## src/rtl/boy_sprite_fetch_if.sv

```systemverilog
// Sprite-ROM read bus: registered address out, palette index back one cycle later.
interface boy_sprite_fetch_if #(
  parameter int ADDR_W = 11
);
  logic [ADDR_W-1:0] rom_addr;
  logic [3:0]        rom_data;

  modport master (output rom_addr, input rom_data);
  modport slave  (input rom_addr, output rom_data);
endinterface

```

## src/rtl/boy_sprite_fetch.sv

```systemverilog
// Fireboy per-pixel sprite fetch: animation frame select, mirrored ROM addressing,
// hit pipeline aligned with the ROM read, registered palette index and opaque flag.
module boy_sprite_fetch #(
  parameter int SPR_W       = 32,
  parameter int SPR_H       = 32,
  parameter int FRAMES      = 2,
  parameter int FRAME_TICKS = 8,
  parameter int ADDR_W      = 11,
  parameter int TRANSP_IDX  = 0
) (
  input  logic                vga_clk,
  input  logic                reset_n,
  input  logic                frame_tick,
  input  logic                pix_en,
  input  logic [9:0]          draw_x,
  input  logic [9:0]          draw_y,
  input  logic [9:0]          boy_x,
  input  logic [9:0]          boy_y,
  input  logic                facing_left,
  input  logic                moving,
  boy_sprite_fetch_if.master  rom,
  output logic [3:0]          pal_index,
  output logic                boy_on
);

  localparam int XW = $clog2(SPR_W);
  localparam int YW = $clog2(SPR_H);
  localparam int FW = (FRAMES > 1) ? $clog2(FRAMES) : 1;
  localparam int TW = (FRAME_TICKS > 1) ? $clog2(FRAME_TICKS) : 1;

  typedef enum logic {S_IDLE, S_WALK} anim_t;

  anim_t             state;
  logic [FW-1:0]     frame;
  logic [TW-1:0]     tick_cnt;
  logic              facing;

  logic [10:0]       dx, dy;
  logic              hit;
  logic [XW-1:0]     col;
  logic [ADDR_W-1:0] addr_next;
  logic              hit_d1, hit_d2;
  logic              opaque;

  // Animation and facing only move on frame_tick, so a frame never tears mid-scan.
  always_ff @(posedge vga_clk or negedge reset_n) begin
    if (!reset_n) begin
      state    <= S_IDLE;
      frame    <= '0;
      tick_cnt <= '0;
      facing   <= 1'b1;
    end else if (frame_tick) begin
      facing <= facing_left;
      case (state)
        S_IDLE: begin
          frame    <= '0;
          tick_cnt <= '0;
          if (moving) state <= S_WALK;
        end
        S_WALK: begin
          if (!moving) begin
            state    <= S_IDLE;
            frame    <= '0;
            tick_cnt <= '0;
          end else if (tick_cnt == TW'(FRAME_TICKS - 1)) begin
            tick_cnt <= '0;
            frame    <= (frame == FW'(FRAMES - 1)) ? '0 : frame + FW'(1);
          end else begin
            tick_cnt <= tick_cnt + TW'(1);
          end
        end
        default: state <= S_IDLE;
      endcase
    end
  end

  // 11-bit differences: a negative offset sets bit 10, so the box never wraps at 1023.
  always_comb begin
    dx  = {1'b0, draw_x} - {1'b0, boy_x};
    dy  = {1'b0, draw_y} - {1'b0, boy_y};
    hit = pix_en & ~dx[10] & (dx < 11'(SPR_W)) & ~dy[10] & (dy < 11'(SPR_H));
    col = facing ? dx[XW-1:0] : XW'(SPR_W - 1) - dx[XW-1:0];
    addr_next = ADDR_W'(frame) * ADDR_W'(SPR_W * SPR_H)
              + ADDR_W'(dy[YW-1:0]) * ADDR_W'(SPR_W)
              + ADDR_W'(col);
    opaque = hit_d2 & (rom.rom_data != 4'(TRANSP_IDX));
  end

  always_ff @(posedge vga_clk or negedge reset_n) begin
    if (!reset_n) begin
      rom.rom_addr <= '0;
      hit_d1       <= 1'b0;
      hit_d2       <= 1'b0;
      boy_on       <= 1'b0;
      pal_index    <= '0;
    end else begin
      if (hit) rom.rom_addr <= addr_next;
      hit_d1    <= hit;
      hit_d2    <= hit_d1;
      boy_on    <= opaque;
      pal_index <= opaque ? rom.rom_data : '0;
    end
  end

endmodule

```

## src/flat_wrapper.sv

```systemverilog
// flat-port wrapper written by rule: the top's interface ports become plain ports
module boy_sprite_fetch_flat 
#(
  parameter int SPR_W       = 32,
  parameter int SPR_H       = 32,
  parameter int FRAMES      = 2,
  parameter int FRAME_TICKS = 8,
  parameter int ADDR_W      = 11,
  parameter int TRANSP_IDX  = 0
)
  (vga_clk, reset_n, frame_tick, pix_en, draw_x, draw_y, boy_x, boy_y, facing_left, moving, pal_index, boy_on, rom_rom_addr, rom_rom_data);
  boy_sprite_fetch_if #(.ADDR_W(ADDR_W)) rom_i ();
  input  logic vga_clk;
  input  logic reset_n;
  input  logic frame_tick;
  input  logic pix_en;
  input  logic [9:0] draw_x;
  input  logic [9:0] draw_y;
  input  logic [9:0] boy_x;
  input  logic [9:0] boy_y;
  input  logic facing_left;
  input  logic moving;
  output logic [3:0] pal_index;
  output logic boy_on;
  output wire logic [$bits(rom_i.rom_addr)-1:0] rom_rom_addr;
  input wire logic [$bits(rom_i.rom_data)-1:0] rom_rom_data;
  assign rom_rom_addr = rom_i.rom_addr;
  assign rom_i.rom_data = rom_rom_data;
  boy_sprite_fetch #(.SPR_W(SPR_W), .SPR_H(SPR_H), .FRAMES(FRAMES), .FRAME_TICKS(FRAME_TICKS), .ADDR_W(ADDR_W), .TRANSP_IDX(TRANSP_IDX)) u_core (.vga_clk(vga_clk), .reset_n(reset_n), .frame_tick(frame_tick), .pix_en(pix_en), .draw_x(draw_x), .draw_y(draw_y), .boy_x(boy_x), .boy_y(boy_y), .facing_left(facing_left), .moving(moving), .rom(rom_i), .pal_index(pal_index), .boy_on(boy_on));
endmodule
```

## config.mk

```make
export PLATFORM = sky130hd
export DESIGN_NAME = boy_sprite_fetch_flat
export DESIGN_NICKNAME = d
export VERILOG_FILES = /design/src/rtl/boy_sprite_fetch_if.sv /design/src/rtl/boy_sprite_fetch.sv /design/src/flat_wrapper.sv
export SDC_FILE = /design/constraint.sdc
export NUM_CORES = 1
export LEC_CHECK = 0
export BUFFER_PORTS_ARGS = -buffer_cell sky130_fd_sc_hd__buf_2
export CORE_UTILIZATION = 57
export CTS_CLUSTER_DIAMETER = 30
export DETAILED_ROUTE_END_ITERATION = 12
export PLACE_DENSITY = 0.95
export RECOVER_POWER = 100
export SYNTH_ARGS = -nofsm -noshare
export SYNTH_HDL_FRONTEND = slang
export SYNTH_SLANG_ARGS = --single-unit
```

## constraint.sdc

```tcl
create_clock -name vga_clk -period 4.1 [get_ports vga_clk]
set_clock_uncertainty 0.15 [all_clocks]
set_input_delay 0.41 -clock vga_clk [delete_from_list [all_inputs] [get_ports vga_clk]]
set_output_delay 0.41 -clock vga_clk [all_outputs]
set_load 0.02 [all_outputs]
```

==> run_results.csv, run 1 <==
group,metric,value,unit
synth,yosys.area_share.simple,21.65,%
worst_setup_path,startpoint_type,"primary input",
timing,worst_pin_slew,1.241,ns
job,maxCapViolCount,0,
pwr,power.density,267.1,mW/mm^2
worst_setup_path,crit_fanout,11,
clocking,clockBufferDepth,2,
routing,wl_per_cell,14.49,um
timing,setup_viol,0,
clocking,numCtsBuffers,3,
timing,report.final.slew_viol_count,0,
routing,detail_route.iter0.violations,80,
clocking,cts-root-buf,"clkbuf_8",
worst_setup_path,reg2regPathDepth,3,
placed_design,dpl.hpwl,3986,um
synth,synth_nets,313,
synth,ys.flop_type,"dfrtp_1",
routing,via_per_inst,5.822,
min_path,hold_start,"u_core.hit_d1$_DFF_PN0_",
finish,area_growth,16.14,%
clocking,clk_latency,0.27,ns
floorplanning,core_area,0.003716,mm^2
finish,stdcell_count,349,
synth,ys_ff_latch,24,
synth,synth_top_family_by_area,"simple AND/OR/NAND/NOR gates",
timing,fin_tns_setup,0,ns
placed_design,gp_congestion,0.8979,
synth,async_flop_share,100.0,%
worst_setup_path,path_buf_inv,2,
clocking,cts_resized,0,
synth,syn_area,0.002248,mm^2
timing,period_needed,3.238,ns
synth,synth-adder-area-share,14.02,%
synth,synthMuxAreaShare,10.52,%
synth,synth-xor-area-share,3.895,%
global_route,grt_pass1_wl,8424,um
timing,timing.final.crit_share,78.98,%
routing,first_pass_iters,4,
routing,drc_errors,0,
routing,drt_wl_total,5056,um
clocking,path_clk_slew,0.08,ns
floorplanning,dieArea,0.004200,mm^2
status,status,"finished, final reports clean",
floorplanning,io_pins,66,
synth,ys_seq_area_share,26.77,%
placed_design,port_buffers,65,
synth,avgSynthCellArea,9.408,um^2
worst_setup_path,r2r_slack,2.55,ns
finish,nets,376,
clocking,htreeDepth,1,
global_route,grt_antenna_before_repair,0,
timing,rsz0062_at_grt,"false",
synth,synth_compound_area_share,16.81,%
global_route,grt_usage,25.52,%
global_route,grt_pass1_vias,1920,
synth,ys_types,64,
timing,finalHoldViolations,0,
worst_setup_path,crit_slowest_cell,"nand4_1",
finish,drive_above_1_share,21.59,%
clocking,cts_tree,"yes",
worst_setup_path,worstReg2RegEnd,"u_core.rom.rom_addr[4]$_DFFE_PN0P_",
min_path,worstHoldPathCells,0,
worst_setup_path,crit_arrival,3.24,ns
worst_setup_path,worstPathCellList,"buf_2 -> inv_1 -> ha_1 -> fa_1 -> nor2b_1 -> o31a_1 -> mux2i_1 -> nor4_2 -> and4b_1 -> nand4_1 -> mux2_1",
synth,ys_warn_count,0,
worst_setup_path,cpPeakStageDelay,0.55,ns
clocking,cts.sinks,24,
min_path,hold_end,"u_core.hit_d2$_DFF_PN0_",
synth,synth_edf_count,0,
pwr,leakagePower,1.329,nW
finish,antenna_cells,0,
worst_setup_path,critPathTopFamily,"simple AND/OR/NAND/NOR gates",
placed_design,place_inst,344,
floorplanning,rows,22,
worst_setup_path,critPathCaptureType,"register",
floorplanning,die_x,64.81,um
global_route,grt_max_degree,25,
worst_setup_path,r2r-start,"u_core.facing$_DFFE_PN1P_",
synth,syn_inst,239,
routing,ant_nets,0,
timing,fmaxAchievable,308.8,MHz
min_path,min_path_type,"register to register",
worst_setup_path,worstSetupPathType,"primary input to register",
worst_setup_path,required,4.10,ns
pwr,irDropWorstVdd,0.0001149,V
finish,nFillCells,306,
floorplanning,die_h,64.81,um
floorplanning,start_util,60.51,%
timing,relSlewSlack,17.27,%
routing,vias,2032,
global_route,gr-total-overflow,0,
[cell usage after synthesis, types with 4 or more instances]
cell type | number | share of area, %
inv_1 | 26 | 4.3
dfrtp_1 | 23 | 26
ha_1 | 22 | 12
nor2_1 | 17 | 2.8
nor2b_1 | 11 | 3.1
nand2_1 | 10 | 1.7
mux2_4 | 8 | 5.3
a21oi_1 | 7 | 1.6
nand2b_1 | 7 | 1.9
o21a_1 | 7 | 2.3
xnor2_1 | 7 | 2.7
mux2i_1 | 6 | 2.7
mux2_2 | 5 | 2.5
and2_1 | 4 | 1.1
nor3_1 | 4 | 0.89
o21ai_0 | 4 | 0.89
o22ai_1 | 4 | 1.1
[power breakdown]
part | internal [mW] | switching (mW) | total, mW
combinational | 0.115 | 0.129 | 0.244
clock | 0.131 | 0.0752 | 0.206
sequential | 0.242 | 0.00564 | 0.247
total | 0.487 | 0.210 | 0.697
[state kept, by name, indices dropped and copies added, names as in the netlist]
signal	count
u_core.pal_index	4
u_core.rom.rom_addr	11
u_core.hit_d1	1
u_core.frame	1
u_core.hit_d2	1
u_core.tick_cnt	3
u_core.boy_on	1
u_core.state	1
u_core.facing	1
[what timing repair did]
action                    CTS  global route
setup buffers               0             0
hold buffers                1             0
hold endpoints to repair   23             0
[per-layer routing]
layer / GRT usage [%] / vias up / routed length (um)
li1: - / 979 / -
met1: 30.18 / 966 / 2158
met2: 49.09 / 78 / 2571
met3: 1.585 / 9 / 251
met4: 6.389 / 0 / 76
met5: 0 / - / 0
[worst max path at each step]
stage                          from                                   to  depth (start not counted)
after global routing      draw_x[0]   u_core.rom.rom_addr[4]$_DFFE_PN0P_                         11
after floorplan           draw_x[0]   u_core.rom.rom_addr[0]$_DFFE_PN0P_                         11
final                     draw_x[0]   u_core.rom.rom_addr[8]$_DFFE_PN0P_                         11
after detailed placement  draw_x[0]   u_core.rom.rom_addr[2]$_DFFE_PN0P_                         11
after CTS                 draw_x[0]   u_core.rom.rom_addr[4]$_DFFE_PN0P_                         11
after global placement    draw_x[0]  u_core.rom.rom_addr[10]$_DFFE_PN0P_                         11
[cells in the final DEF (no fill, tap or decap), types with 3 or more instances in the layout]
master / count
buf_2: 47
o211ai_1: 3
nand3b_1: 3
xnor2_1: 7
a21oi_1: 7
nor3_1: 4
nor2_1: 17
mux2_1: 8
clkbuf_1: 18
nor4b_1: 3
o22ai_1: 4
mux2i_1: 6
and4b_1: 3
xor2_1: 3
mux2_2: 5
nand2_1: 10
dfrtp_1: 23
nor2b_1: 11
clkbuf_8: 3
o21a_1: 7
inv_1: 26
a21o_1: 3
ha_1: 22
and2_0: 4
o21ai_0: 4
nand2b_1: 7
[layout make-up]
| cell class | instances | area (um^2) | area share [%] |
|---|---|---|---|
| inverter | 26 | 97.59 | 3.737 |
| timing repair buffer | 66 | 312.8 | 11.98 |
| clock inverter | 1 | 30.03 | 1.150 |
| sequential | 24 | 601.8 | 23.05 |
| multi-input combinational | 181 | 1468 | 56.21 |
| tap | 48 | 60.06 | 2.300 |
| clock buffer | 3 | 41.29 | 1.581 |
[cells by family (layout without fill, tap and decap cells)]
| logic type | after synthesis | in the layout |
|---|---|---|
| fa+ha+maj | 24 | 24 |
| compound gates | 50 | 50 |
| xor+xnor | 10 | 10 |
| buf+inv | 34 | 96 |
| simple gates | 78 | 78 |
| flops | 24 | 24 |
| mux | 19 | 19 |
[metrics by stage]
| step | hold slack, ns | setup slack (ns) | area (um^2) | utilization (%) | total power [mW] |
|---|---|---|---|---|---|
| floorplan | -0.03559 | 1.380 | 2248 | - | 0.4299 |
| global placement | 0.1862 | 0.9490 | 2589 | 69.66 | 0.4873 |
| detailed placement | 0.2114 | 0.8061 | 2589 | 69.66 | 0.4960 |
| CTS | 0.2295 | 1.081 | 2670 | 71.85 | 0.6994 |
| global route | 0.2282 | 0.6474 | 2611 | 70.27 | 0.7322 |
| finish | 0.2306 | 0.8619 | 2611 | 70.27 | 0.6975 |
Power figures use the tool's default switching activity.
==> run 2: changes to the inputs <==
- ABC_AREA: not set -> 1
- CORE_UTILIZATION: 57 -> 48
- PLACE_DENSITY: 0.95 -> 0.87
- clock period: 4.1 -> 2.6 ns (I/O delays scaled with it)
==> run 2 against run 1 <==
Routed wire length fell by 2.6%. First-iteration DRC count rose by 28%. Design area rose by 9.5%. Sequential cell count unchanged. Synthesized area grew 7.0%. Sequential power increased by 59%. Critical path depth rose by 3. Worst setup slack worse by 0.48 ns. Register-to-register slack worse by 1.4 ns. Combinational power is 73% higher. Highest routed layer unchanged.
==> run_results.csv, run 2 <==
group,metric,value,unit
clocking,cts.sinks,24,
finish,most-common-layout-cells,"nand2_1 (126), inv_1 (87), buf_2 (47)",
clocking,cts_tree,"yes",
job,maxCapViolCount,0,
synth,synth.most_common_cell,"nand2_1",
floorplanning,io_pins,66,
pwr,irDropWorstVdd,0.0002285,V
worst_setup_path,required,2.60,ns
finish,layout_commonest_cell,"nand2_1",
worst_setup_path,cpPeakStageDelay,0.43,ns
status,status,"finished, final reports clean",
timing,finalHoldViolations,0,
global_route,grt_usage,19.37,%
clocking,htreeDepth,1,
timing,fmaxAchievable,451.3,MHz
synth,ys_top_cells_by_area,"dfrtp_1 (24%), nand2_1 (20%), inv_1 (14%)",
routing,ant_nets,0,
finish,area_growth,18.82,%
worst_setup_path,crit_arrival,2.22,ns
routing,drt_wl_total,4927,um
timing,timing.final.crit_share,85.22,%
timing,relSlewSlack,21.36,%
timing,setup_slack,0.3843,ns
global_route,grt_pass1_vias,2154,
synth,ys_ff_latch,24,
worst_setup_path,path_buf_inv,3,
finish,largest_reg_flops,11,
placed_design,place_inst,506,
synth,yosys.area.top_type,"dfrtp_1",
synth,syn_area,0.002406,mm^2
synth,syn_inst,376,
synth,ys_warn_count,0,
clocking,path_clk_slew,0.08,ns
routing,drc_errors,0,
routing,wl_per_cell,9.642,um
floorplanning,rows,25,
finish,antenna_cells,0,
clocking,clk_latency,0.26,ns
timing,setup_viol,0,
global_route,gr-total-overflow,0,
floorplanning,core_area,0.004786,mm^2
synth,ys_seq_area_share,25.01,%
placed_design,port_buffers,65,
global_route,grt_antenna_before_repair,0,
min_path,min_path_type,"primary input to register",
worst_setup_path,crit_slowest_cell,"fa_1",
min_path,hold_start,"facing_left",
global_route,grt_pass1_wl,8376,um
worst_setup_path,worstSetupPathType,"primary input to register",
worst_setup_path,crit_fanout,9,
placed_design,post-place-ws,0.1141,ns
finish,top_register,"u_core.rom.rom_addr",
synth,avgSynthCellArea,6.399,um^2
clocking,cts_resized,0,
timing,period_needed,2.216,ns
routing,first_pass_iters,4,
routing,via_per_inst,4.716,
worst_setup_path,critPathCaptureType,"register",
synth,synth_nets,450,
timing,report.final.slew_viol_count,0,
pwr,p_total,1.130,mW
finish,nets,519,
worst_setup_path,reg2regPathDepth,5,
timing,fin_tns_setup,0,ns
timing,rsz0062_at_grt,"false",
floorplanning,die_h,72.80,um
clocking,numCtsBuffers,3,
synth,synth_edf_count,0,
finish,largest_registers,"u_core.rom.rom_addr x11, u_core.pal_index x4, u_core.tick_cnt x3",
worst_setup_path,worstPathCellList,"buf_2 -> inv_1 -> ha_1 -> fa_1 -> inv_1 -> nand3_1 -> nand3_1 -> nand2_1 -> nand3_1 -> nand2_1 -> nor2_1 -> nand3_4 -> o21ai_0 -> nand2_1",
placed_design,gp_congestion,0.8309,
worst_setup_path,r2r-start,"u_core.facing$_DFFE_PN1P_",
timing,worst_pin_slew,1.180,ns
synth,ys_types,27,
clocking,clockBufferDepth,2,
worst_setup_path,worstReg2RegEnd,"u_core.rom.rom_addr[3]$_DFFE_PN0P_",
routing,vias,2410,
synth,async_flop_share,100.0,%
worst_setup_path,r2r_slack,1.10,ns
floorplanning,start_util,50.27,%
global_route,grt_max_degree,25,
floorplanning,die_x,72.80,um
pwr,leakagePower,1.816,nW
synth,ys.flop_type,"dfrtp_1",
min_path,worstHoldPathCells,3,
worst_setup_path,crit_start,"draw_y[0]",
worst_setup_path,critPathTopFamily,"simple AND/OR/NAND/NOR gates",
clocking,cts-root-buf,"clkbuf_8",
synth,yosys-top-cells-count,"nand2_1 (126), inv_1 (87), nand3_1 (27), nor2_1 (27), dfrtp_1 (23)",
floorplanning,dieArea,0.005300,mm^2
synth,synth_top_area_share,23.92,%
min_path,hold_end,"u_core.facing$_DFFE_PN1P_",
routing,detail_route.iter0.violations,102,
worst_setup_path,startpoint_type,"primary input",
pwr,power.density,395.4,mW/mm^2
finish,stdcell_count,511,
placed_design,dpl.hpwl,4157,um
finish,drive_above_1_share,14.41,%
-- run 2: per-stage QoR --
stage | utilization [%] | hold WS [ns] | cell area [um^2]
floorplan | - | -0.1856 | 2406
global placement | 58.51 | 0.1069 | 2800
detailed placement | 58.51 | 0.1039 | 2800
CTS | 60.21 | 0.03990 | 2882
global route | 59.74 | 0.06370 | 2859
finish | 59.74 | 0.04671 | 2859
-- run 2: cell families after synthesis --
| group | after synthesis | share of synthesized area [%] |
|---|---|---|
| simple gates | 201 | 37.23 |
| buf+inv | 89 | 14.20 |
| compound gates | 27 | 6.449 |
| fa+ha+maj | 24 | 13.10 |
| flops | 24 | 25.01 |
| xor+xnor | 11 | 4.004 |
-- run 2: worst reg2reg max path, stage by stage, from the launching register on --
cell and delay, ns:
dfstp_1 0.69, xnor2_1 0.12, xnor2_1 0.23, inv_1 0.09, nand2_1 0.07, nand2_1 0.05
-- run 2: worst max path at each step --
stage	end	slack, ns	depth (start not counted)
after floorplan	u_core.rom.rom_addr[10]$_DFFE_PN0P_	0.45	13
after global placement	u_core.rom.rom_addr[10]$_DFFE_PN0P_	0.22	14
after detailed placement	u_core.rom.rom_addr[6]$_DFFE_PN0P_	0.11	14
after CTS	u_core.rom.rom_addr[6]$_DFFE_PN0P_	0.39	15
after global routing	u_core.rom.rom_addr[0]$_DFFE_PN0P_	0.18	19
final	u_core.rom.rom_addr[6]$_DFFE_PN0P_	0.38	14
-- run 2: cell type report --
cell class	count	area, um^2
clock buffer	3	41.29
clock inverter	1	30.03
fill	476	1927
inverter	87	326.6
multi-input combinational	263	1463
sequential	24	601.8
tap	67	83.83
timing repair buffer	66	312.8
-- run 2: what timing repair did --
action	CTS	global route
endpoints found under the hold margin	23	0
buffers inserted	0	0
hold buffers	1	0
-- run 2: report_power, final --
part           switching, mW  leakage [nW]  internal [mW]
Combinational          0.257          1.47          0.164
Sequential           0.00893         0.311          0.384
Clock                  0.111        0.0357          0.206
-- run 2: per-layer routing --
layer  vias up  routed length, um  track usage, %
met3         9                235           2.762
met2        64               2460           37.49
met4         0                 63           3.486
met1      1049               2167           22.63
li1       1288                  -               -
met5         -                  0               0
==> run 3: changes to the inputs <==
- RECOVER_POWER: 100 -> 50
==> run 3 against run 2 <==
Sequential share of layout area is 0.14 points lower. Sequential power hardly changed. Critical path type unchanged. Largest power group unchanged. Combinational power about the same. Global-route usage did not move.
==> run_results.csv, run 3 (same netlist as run 2, synthesis figures left out) <==
group,metric,value,unit
status,status,"finished, final reports clean",
timing,worst_pin_slew,1.176,ns
global_route,grt_pass1_vias,2154,
global_route,grt_usage,19.37,%
pwr,leakagePower,1.873,nW
clocking,clk_latency,0.26,ns
finish,postLayoutCellArea,0.002878,mm^2
worst_setup_path,required,2.60,ns
placed_design,dpl_cell_area,0.002800,mm^2
floorplanning,die_x,72.80,um
global_route,grt_max_degree,25,
job,maxCapViolCount,0,
floorplanning,start_util,50.27,%
routing,ant_nets,0,
timing,fin_tns_setup,0,ns
routing,detail_route.iter0.violations,104,
worst_setup_path,r2r-start,"u_core.facing$_DFFE_PN1P_",
timing,period_needed,2.216,ns
finish,layout_commonest_cell,"nand2_1",
routing,vias,2416,
min_path,min_path_type,"primary input to register",
timing,timing.final.crit_share,85.22,%
clocking,numCtsBuffers,3,
finish,top_register,"u_core.rom.rom_addr",
floorplanning,dieArea,0.005300,mm^2
finish,antenna_cells,0,
min_path,worstHoldPathCells,3,
finish,largest_registers,"u_core.rom.rom_addr x11, u_core.pal_index x4, u_core.tick_cnt x3",
finish,largest_reg_flops,11,
placed_design,post-place-ws,0.1141,ns
timing,setup_slack,0.3842,ns
clocking,cts_tree,"yes",
timing,rsz0062_at_grt,"false",
timing,fmaxAchievable,451.3,MHz
finish,most-common-layout-cells,"nand2_1 (126), inv_1 (87), buf_2 (62)",
global_route,grt_pass1_wl,8376,um
clocking,cts_setup_buffers,0,
routing,wl_per_cell,9.591,um
timing,relSlewSlack,21.62,%
clocking,cts.sinks,24,
clocking,htreeDepth,1,
pwr,irDropWorstVdd,0.0002287,V
worst_setup_path,worstSetupPathType,"primary input to register",
routing,drc_errors,0,
finish,nets,519,
finish,nFillCells,468,
timing,report.final.slew_viol_count,0,
timing,hold-worst-slack,0.04640,ns
worst_setup_path,critPathCaptureType,"register",
worst_setup_path,crit_arrival,2.21,ns
floorplanning,core_area,0.004786,mm^2
worst_setup_path,reg2regPathDepth,5,
clocking,path_clk_slew,0.08,ns
floorplanning,rows,25,
worst_setup_path,startpoint_type,"primary input",
routing,via_per_inst,4.728,
floorplanning,io_pins,66,
worst_setup_path,worstReg2RegEnd,"u_core.rom.rom_addr[3]$_DFFE_PN0P_",
global_route,grt_antenna_before_repair,0,
min_path,hold_end,"u_core.facing$_DFFE_PN1P_",
routing,first_pass_iters,4,
worst_setup_path,r2r_slack,1.10,ns
timing,setup_viol,0,
pwr,power.density,393.0,mW/mm^2
worst_setup_path,crit_fanout,9,
finish,area_growth,19.60,%
timing,finalHoldViolations,0,
global_route,gr-total-overflow,0,
clocking,clockBufferDepth,2,
floorplanning,die_h,72.80,um
placed_design,dpl.hpwl,4157,um
placed_design,gp_congestion,0.8309,
finish,drive_above_1_share,17.79,%
routing,drt_wl_total,4901,um
min_path,hold_start,"facing_left",
placed_design,port_buffers,65,
clocking,cts-root-buf,"clkbuf_8",
finish,final_util,60.13,%
-- run 3: changes by cell type in the layout (fill, tap and decap cells not counted) --
| cell | previous run | this run |
|---|---|---|
| clkbuf_1 | 18 | 3 |
| buf_2 | 47 | 62 |
-- run 3: how the worst max path moves through the flow --
| stage | from | to | slack (ns) | cells past startpoint |
|---|---|---|---|---|
| 6_report | draw_y[0] | u_core.rom.rom_addr[6]$_DFFE_PN0P_ | 0.38 | 14 |
| 5_1_grt | draw_x[0] | u_core.rom.rom_addr[0]$_DFFE_PN0P_ | 0.18 | 19 |
| 4_1_cts | draw_x[0] | u_core.rom.rom_addr[6]$_DFFE_PN0P_ | 0.39 | 15 |
| 3_5_place_dp | draw_x[0] | u_core.rom.rom_addr[6]$_DFFE_PN0P_ | 0.11 | 14 |
| 3_3_place_gp | draw_y[0] | u_core.rom.rom_addr[10]$_DFFE_PN0P_ | 0.22 | 14 |
| 2_1_floorplan | draw_x[0] | u_core.rom.rom_addr[10]$_DFFE_PN0P_ | 0.45 | 13 |
-- run 3: metal layers --
metal / part of all wire (%) / up-vias / global-route usage [%]
met5: 0 / - / 0
met3: 4.7 / 9 / 2.762
met4: 1.3 / 0 / 3.486
met2: 50 / 66 / 37.49
li1: - / 1288 / -
met1: 44 / 1053 / 22.63
-- run 3: layout make-up --
type	instances	area (um^2)	area share (%)
well taps	67	83.83	2.913
clock buffers	3	41.29	1.435
repair buffers	66	331.6	11.52
multi-input cells	263	1463	50.83
clock inverters	1	30.03	1.043
inverters	87	326.6	11.35
flip-flops and latches	24	601.8	20.91
-- run 3: per-stage QoR --
step | power [mW] | instances
2_1_floorplan | 0.7104 | 376
3_3_place_gp | 0.8085 | 506
3_5_place_dp | 0.8190 | 506
4_1_cts | 1.138 | 511
5_1_grt | 1.207 | 511
6_report | 1.131 | 511
-- run 3: power breakdown --
group	switching [mW]	internal (mW)	total, mW
Combinational	0.257	0.165	0.422
Clock	0.111	0.206	0.316
Sequential	0.00887	0.384	0.392
Total	0.377	0.754	1.13
-- run 3: worst max-delay path: stages --
cell and delay (ns):
buf_2 0.07, inv_1 0.03, ha_1 0.23, fa_1 0.43
inv_1 0.09, nand3_1 0.06, nand3_1 0.11, nand2_1 0.09
nand3_1 0.11, nand2_1 0.08, nor2_1 0.18, nand3_4 0.17
o21ai_0 0.22, nand2_1 0.08
-- run 3: repair_timing --
item                                    4_1_cts  5_1_grt
hold buffers                                  1        0
endpoints found under the setup margin        0        0
resized for setup                             0        0
hold endpoints to repair                     23        0
